<file path="config.mk">
export PLATFORM = sky130hd
export DESIGN_NAME = mux4_a
export DESIGN_NICKNAME = d
export VERILOG_FILES = /design/src/rtl/mux4_a_pkg.sv /design/src/rtl/mux4_a_core.sv /design/src/rtl/mux4_a.sv
export SDC_FILE = /design/constraint.sdc
export NUM_CORES = 1
export LEC_CHECK = 0
export BUFFER_PORTS_ARGS = -buffer_cell sky130_fd_sc_hd__buf_2
export CORE_AREA = 2 2 45 47
export DETAILED_ROUTE_END_ITERATION = 10
export DIE_AREA = 0 0 47 49
export PLACE_DENSITY_LB_ADDON = 0.25
export SLEW_MARGIN = 20
export SYNTH_ARGS = -nofsm -noshare
export SYNTH_HDL_FRONTEND = slang
export SYNTH_SLANG_ARGS = --single-unit
</file>
<file path="constraint.sdc">
create_clock -name clk -period 2.6 [get_ports clk]
set_input_delay 0.39 -clock clk [delete_from_list [all_inputs] [get_ports clk]]
set_output_delay 0.39 -clock clk [all_outputs]
set_load 0.01 [all_outputs]
</file>
<file path="src/rtl/mux4_a_pkg.sv">
// Shared constants for the mux4_a slice: default widths and select encodings.
package mux4_a_pkg;

    localparam int DEFAULT_WIDTH = 4;
    localparam int DEFAULT_CNT_W = 8;

    localparam logic SEL_A = 1'b0;
    localparam logic SEL_B = 1'b1;

endpackage

</file>
<file path="src/rtl/mux4_a_core.sv">
// Purely combinational 2:1 data select; an unknown select yields all-X in simulation.
module mux4_a_core
    import mux4_a_pkg::*;
#(
    parameter int WIDTH = DEFAULT_WIDTH
) (
    input  logic             sel,
    input  logic [WIDTH-1:0] in_a,
    input  logic [WIDTH-1:0] in_b,
    output logic [WIDTH-1:0] data_out
);

    always_comb begin
        data_out = 'x;
        case (sel)
            SEL_A:   data_out = in_a;
            SEL_B:   data_out = in_b;
            default: data_out = 'x;
        endcase
    end

endmodule

</file>
<file path="src/rtl/mux4_a.sv">
// Top level: combinational select plus registered copy, saturating select-toggle counter
// and, when MUX4_A_PARITY_EN is defined, an even-parity output of the registered data.
module mux4_a
    import mux4_a_pkg::*;
#(
    parameter int WIDTH = DEFAULT_WIDTH,
    parameter int CNT_W = DEFAULT_CNT_W
) (
    input  logic             clk,
    input  logic             rst_n,
    input  logic [WIDTH-1:0] mux_in_a,
    input  logic [WIDTH-1:0] mux_in_b,
    input  logic             mux_sel,
    input  logic             hold,
    output logic [WIDTH-1:0] mux_out,
    output logic [WIDTH-1:0] mux_out_q,
    output logic [CNT_W-1:0] sel_toggles
`ifdef MUX4_A_PARITY_EN
    ,
    output logic             mux_par
`endif
);

    logic sel_d;

    mux4_a_core #(
        .WIDTH(WIDTH)
    ) u_core (
        .sel     (mux_sel),
        .in_a    (mux_in_a),
        .in_b    (mux_in_b),
        .data_out(mux_out)
    );

    // sel_d tracks the select even while held, so releasing hold never counts a stale edge
    always_ff @(posedge clk) begin
        if (!rst_n) begin
            mux_out_q   <= '0;
            sel_toggles <= '0;
            sel_d       <= SEL_A;
        end else begin
            sel_d <= mux_sel;
            if (!hold) begin
                mux_out_q <= mux_out;
                if ((mux_sel != sel_d) && (sel_toggles != {CNT_W{1'b1}}))
                    sel_toggles <= sel_toggles + CNT_W'(1);
            end
        end
    end

`ifdef MUX4_A_PARITY_EN
    assign mux_par = ^mux_out_q;
`endif

endmodule

</file>
==> key figures, run 1 <==
Routing
  • Vias: 600
  • DRC viols: 0
  • Drt via density: 4.76
  • Routed WL per cell: 10.5 um
  • 1st-iter DRT viols: 5
  • DR pass1 iterations: 4
  • Antenna Nets Post-Route: 0
  • Drt total wl: about 1300 um

Global route
  • Largest net degree at the start of global routing: 11
  • Global-route wire length before repair: 2130 um
  • Initial antenna violation count: 0
  • Remaining Overflow, GRT: 0
  • Vias in the first global route: roughly 510
  • Gr usage total: 0.125

Cells and area
  • Diode count: 0
  • FF+latch area: 260 um2
  • Share of cells above drive strength 1: 0.343
  • Multi-input logic area: between 300 and 400 um2
  • Finished Layout Cells: 126
  • Post-route cell area: just under 800 um2
  • P&R area growth vs syn: 29.0%
  • Fillers: about 200
  • Fin nets: roughly 110
  • Fin util: 0.432

Synthesis
  • Netlist cell types: 25
  • Sequential-to-total area share from yosys stat: 0.422
  • Syn Nets: just over 80
  • Ys async rst share: 0
  • Main flop type after synthesis: dfxtp_1
  • Post-synthesis register bit count: 13
  • Mapped Area: slightly above 600 um2
  • Mean post-synth cell area: between 8 and 9 um2
  • Ys Warns: 0
  • Synth Instances: 70
  • EDFF count, synth: 0

Die
  • Initial core utilization: 0.335
  • Die ar.: ~2300 um2
  • Die height: between 40 and 50 um
  • Die X: 47 um
  • Row cnt: 16
  • Top-level port count: 28
  • Core area: roughly 1800 um2

Clocking
  • Clock Pin Slew Worst Setup and Hold Paths: 0.08 ns
  • H-tree levels: 1
  • CTS tree: done
  • Post CTS Setup Buffer Count: 0
  • CTS max path bufs: 2
  • CTS root buffer: clkbuf_4
  • Post-cts sizing count: 0
  • Clk Latency, worst-skew pair: 0.27 ns
  • Num CTS Buffers: 3
  • Clock Sinks: 13
  • Post-CTS Hold Buffers: 0

Timing
  • Period utilization: 0.691
  • Final Hold Viols: 0
  • Clock skew: 0.00438 ns
  • Final Max Tran Viols: 0
  • Setup violators final: 0
  • Max Freq: approximately 0.56 GHz
  • Final Critical Period: approximately 1.8 ns
  • Hold slack: approximately 0.4 ns
  • Sum Neg Setup Slack: 0 ns
  • Max_slew headroom: 0.721
  • Fin worst setup slack: between 0.8 and 0.9 ns
  • RSZ-0062 raised after global routing: no
  • Slew @ Worst Pin: slightly above 0.4 ns

Power
  • Comb pwr share: 0.146
  • P per Cell Area: 494 nW/um2
  • Sw frac: 0.255
  • Total Power: just under 400 uW
  • Clock power frac: 0.316
  • Reg power frac: 0.537
  • Maximum vdd drop: between 0.2 and 0.25 mV
  • Psw: between 100 and 150 uW
  • P_leak: roughly 0.35 nW
  • P_int: between 200 and 300 uW

Critical path
  • R2r worst-path depth: 5
  • WP data required: around 2.8 ns
  • RR Endpoint: sel_toggles[5]
  • Worst path bufs/invs: 0
  • Worst setup SP type: register
  • CP max-delay cell: a2111o_1
  • WP data arrival: slightly below 2 ns
  • Crit Path Max Fanout: 6
  • RR Startpoint: sel_toggles[0]
  • WS Path Type: reg -> reg
  • Setup slack, reg-to-reg: 0.80 ns
  • Slowest cell delay on critical path: 0.48 ns
  • Critical path capture point type: register
  • Worst-path cell chain: ha_1, and3_1, a2111o_1, or3_1, a21oi_1
  • Cell family with most CP delay: compound AO/OA/AOI/OAI gates

Placement
  • Worst slack at placement: a little over 0.8 ns
  • Area post-placement: ~770 um2
  • Dpl hpwl: just over 1000 um
  • GP Congestion: between 0.7 and 0.8
  • I/O Buffers: 27
  • Dpl cells: approximately 120

Hold path
  • Hold WC Path Type: in -> reg
  • Hold Startpoint: rst_n
  • Hold EP: sel_d
  • Hold path cells: 2

Outcome
  • Status: finished, final reports clean

Run
  • Max-Cap Viols: 0
==> worst max path at each step <==
stage / start / to / cells after the start
after global placement: sel_toggles[0] / sel_toggles[3] / 5
after global routing: sel_toggles[0] / sel_toggles[5] / 5
after floorplan: sel_toggles[0] / sel_toggles[5] / 5
final: sel_toggles[0] / sel_toggles[5] / 5
after detailed placement: sel_toggles[0] / sel_toggles[7] / 5
after CTS: sel_toggles[0] / sel_toggles[5] / 5
==> worst register-to-register path, delay by kind of cell (launching register included) <==
kind / cells / cell delay [ns]
AO/OA/AOI/OAI: 2 / 0.62
AND/OR/NAND/NOR: 2 / 0.52
flip-flops: 1 / 0.34
adder cells (fa/ha/maj): 1 / 0.24
==> layer usage <==
metal	track usage	vias up	wire length, um
met4	0.0694	0	14
met5	0	-	0
met1	0.173	279	588
met2	0.178	10	672
li1	-	309	-
met3	0.0222	2	48
==> registers in the layout (all words and copies together), names as in the netlist <==
register and count:
sel_d 1, sel_toggles 8, mux_out_q 4
==> placed cells by master (no fill, tap or decap), types with 2 or more instances in the layout <==
| master | n |
|---|---|
| a21oi_1 | 7 |
| a41oi_1 | 2 |
| and2_1 | 2 |
| buf_2 | 27 |
| clkbuf_4 | 3 |
| dfxtp_1 | 13 |
| inv_1 | 2 |
| mux2_2 | 4 |
| mux2i_1 | 2 |
| nand2_1 | 13 |
| nor2_1 | 3 |
| o21ai_0 | 4 |
| or3_1 | 3 |
| xnor2_1 | 2 |
==> power by group through the flow <==
stage	sequential, mW	clock (mW)	combinational, mW
6_report	0.211	0.124	0.0576
5_1_grt	0.212	0.139	0.0646
4_1_cts	0.211	0.129	0.0583
3_5_place_dp	0.216	0	0.0581
3_3_place_gp	0.216	0	0.0575
2_1_floorplan	0.219	0	0.0301
==> synthesized netlist by cell type (2+ instances only) <==
master    n  share of area
a41oi_1   2          0.028
and2_1    2          0.020
xnor2_1   2          0.028
nand2_1  13          0.079
mux2_2    4          0.073
a21oi_1   7          0.057
inv_1     2          0.012
o21ai_0   4          0.032
mux2i_1   2          0.032
or3_1     3          0.030
dfxtp_1  13           0.42
nor2_1    3          0.018
==> cell families after synthesis <==
| group | share of synthesized area |
|---|---|
| AND/OR/NAND/NOR | 0.193 |
| multiplexers | 0.105 |
| buffers and inverters | 0.0446 |
| adder cells (fa/ha/maj) | 0.0203 |
| AO/OA/AOI/OAI | 0.172 |
| XOR/XNOR | 0.0426 |
| flip-flops | 0.422 |
==> area by class of cell <==
cell class / instances / share of cell area
Multi-Input combinational cell: 52 / 0.414
Sequential cell: 13 / 0.327
Timing Repair Buffer: 27 / 0.170
Tap cell: 27 / 0.0425
Inverter: 3 / 0.0142
Clock buffer: 4 / 0.0330
Note: power is estimated with default switching activity, not from simulation.
==> inputs of run 2 (changes only) <==
==> constraint.sdc (replaced) <==
create_clock -name clk -period 1.5 [get_ports clk]
set_input_delay 0.225 -clock clk [delete_from_list [all_inputs] [get_ports clk]]
set_output_delay 0.225 -clock clk [all_outputs]
set_load 0.01 [all_outputs]
==> key figures, run 2 (synthesis gave the netlist of run 1 again) <==
Timing
  • Final Critical Period: between 1.5 and 2 ns
  • Final Max Tran Viols: 0
  • Clock skew: 0.00736 ns
  • Max Freq: between 0.6 and 0.7 GHz
  • Setup violators final: 3
  • Fin worst setup slack: -0.0947 ns
  • RSZ-0062 raised after global routing: yes
  • Period utilization: 1.06
  • Final Hold Viols: 0
  • Slew @ Worst Pin: 0.296 ns
  • Max_slew headroom: 0.802

Cells and area
  • Largest register FFs: 8
  • Commonest non-fill, non-tap cell in the layout: buf_2
  • Finished Layout Cells: between 100 and 150
  • Fin nets: ~130
  • Share of cells above drive strength 1: 0.464
  • P&R area growth vs syn: 48.3%
  • Most flops, register: sel_toggles
  • Diode count: 0
  • Post-route cell area: between 900 and 1000 um2
  • Largest regs: sel_toggles (8), mux_out_q (4), sel_d (1)
  • Commonest cells after routing, fill and taps aside: buf_2 (27), nand2_1 (13), buf_4 (13)

Outcome
  • Status: finished with violations
  • Violated checks: negative setup slack

Clocking
  • CTS max path bufs: 2
  • CTS tree: done
  • H-tree levels: 1
  • Clock Sinks: 13
  • Post-CTS Hold Buffers: 0
  • Num CTS Buffers: 3
  • Clk Latency, worst-skew pair: roughly 0.28 ns
  • CTS root buffer: clkbuf_4
  • Clock Pin Slew Worst Setup and Hold Paths: approximately 0.08 ns

Routing
  • 1st-iter DRT viols: 10
  • DRC viols: 0
  • Drt via density: between 4 and 5
  • Vias: between 600 and 700
  • Antenna Nets Post-Route: 0
  • Drt total wl: around 1500 um
  • Routed WL per cell: around 11 um
  • DR pass1 iterations: 4

Critical path
  • WP data arrival: between 1.5 and 2 ns
  • Worst setup SP type: register
  • R2r worst-path depth: 5
  • Critical path capture point type: register
  • Crit. Startpoint: sel_toggles[1]
  • RR Endpoint: sel_toggles[7]
  • Crit path capture: sel_toggles[7]
  • Setup slack, reg-to-reg: -0.09 ns
  • RR Startpoint: sel_toggles[1]
  • WS Path Type: reg -> reg
  • WP data required: ~1.7 ns
  • Crit Path Max Fanout: 6

Power
  • Clock power frac: 0.306
  • P_int: approximately 520 uW
  • Comb pwr share: 0.169
  • Sw frac: 0.254
  • Psw: about 180 uW
  • P per Cell Area: ~760 nW/um2
  • Maximum vdd drop: roughly 0.54 mV
  • P_leak: 0.413 nW
  • Reg power frac: 0.525

Placement
  • GP Congestion: between 0.7 and 0.8
  • Area post-placement: between 800 and 900 um2
  • Dpl hpwl: between 1000 and 1500 um
  • I/O Buffers: 27
  • Dpl cells: approximately 140
  • Worst slack at placement: -0.110 ns

Global route
  • Initial antenna violation count: 0
  • Global-route wire length before repair: around 2700 um
  • Gr usage total: 0.157
  • Largest net degree at the start of global routing: 11
  • Vias in the first global route: approximately 620
  • Remaining Overflow, GRT: 0

Die
  • Top-level port count: 28
  • Core area: around 1800 um2
  • Die height: around 49 um
  • Die X: 47 um
  • Initial core utilization: 0.335
  • Die ar.: around 2300 um2
  • Row cnt: 16

Hold path
  • Hold WC Path Type: in -> reg

Run
  • Max-Cap Viols: 0
[run 2: changes by cell type in the layout (fill, tap and decap cells not counted), sizes merged]
| cell | delta |
|---|---|
| buf | +13 |
[run 2: what timing repair did]
action,4_1_cts,5_1_grt
setup endpoints to repair,3,3
buffers inserted,0,0
pin swaps,0,1
gates resized for setup,1,0
cloned,0,0
[run 2: worst min path at each step]
stage,from,endpoint,cells after the start
6_report,rst_n,sel_d,2
5_1_grt,rst_n,sel_d,2
3_3_place_gp,mux_out_q[0],mux_out_q[0],2
4_1_cts,rst_n,sel_d,2
3_5_place_dp,mux_out_q[0],mux_out_q[0],2
2_1_floorplan,rst_n,sel_d,1
[run 2: final cells by class]
type	instances	area (um2)
multi-input combinational	52	347
clock buffer	4	26.3
sequential	13	264
timing repair buffer	40	233
inverter	3	11.3
fill	201	927
tap	27	33.8
[run 2: power by group through the flow]
stage / logic, mW / registers [mW] / clock network [mW]
floorplan: 0.0532 / 0.383 / 0
global placement: 0.117 / 0.374 / 0
detailed placement: 0.119 / 0.375 / 0
CTS: 0.120 / 0.367 / 0.222
global route: 0.134 / 0.368 / 0.244
finish: 0.118 / 0.367 / 0.214
[run 2: worst max-delay path, cell delays in order, from the launching register on]
cell and delay, ns:
dfxtp_2 0.34, ha_4 0.15, and3_4 0.17, a2111o_1 0.41
or3_1 0.32, a21oi_1 0.13
[run 2: metal layers]
| layer | vias to the layer above | global-route usage | part of all wire |
|---|---|---|---|
| met5 | - | 0 | 0 |
| met1 | 307 | 0.200 | 0.46 |
| met3 | 2 | 0.0556 | 0.058 |
| met4 | 0 | 0.0556 | 0.0088 |
| met2 | 14 | 0.237 | 0.47 |
| li1 | 332 | - | - |
[run 2: metrics by stage]
step	total power, mW	util	TNS [ns]	hold WS (ns)
2_1_floorplan	0.436	-	-0.271	0.352
3_3_place_gp	0.491	0.480	-0.228	0.435
3_5_place_dp	0.494	0.480	-0.300	0.440
4_1_cts	0.709	0.497	-0.317	0.222
5_1_grt	0.746	0.497	-0.533	0.237
6_report	0.699	0.497	-0.273	0.229
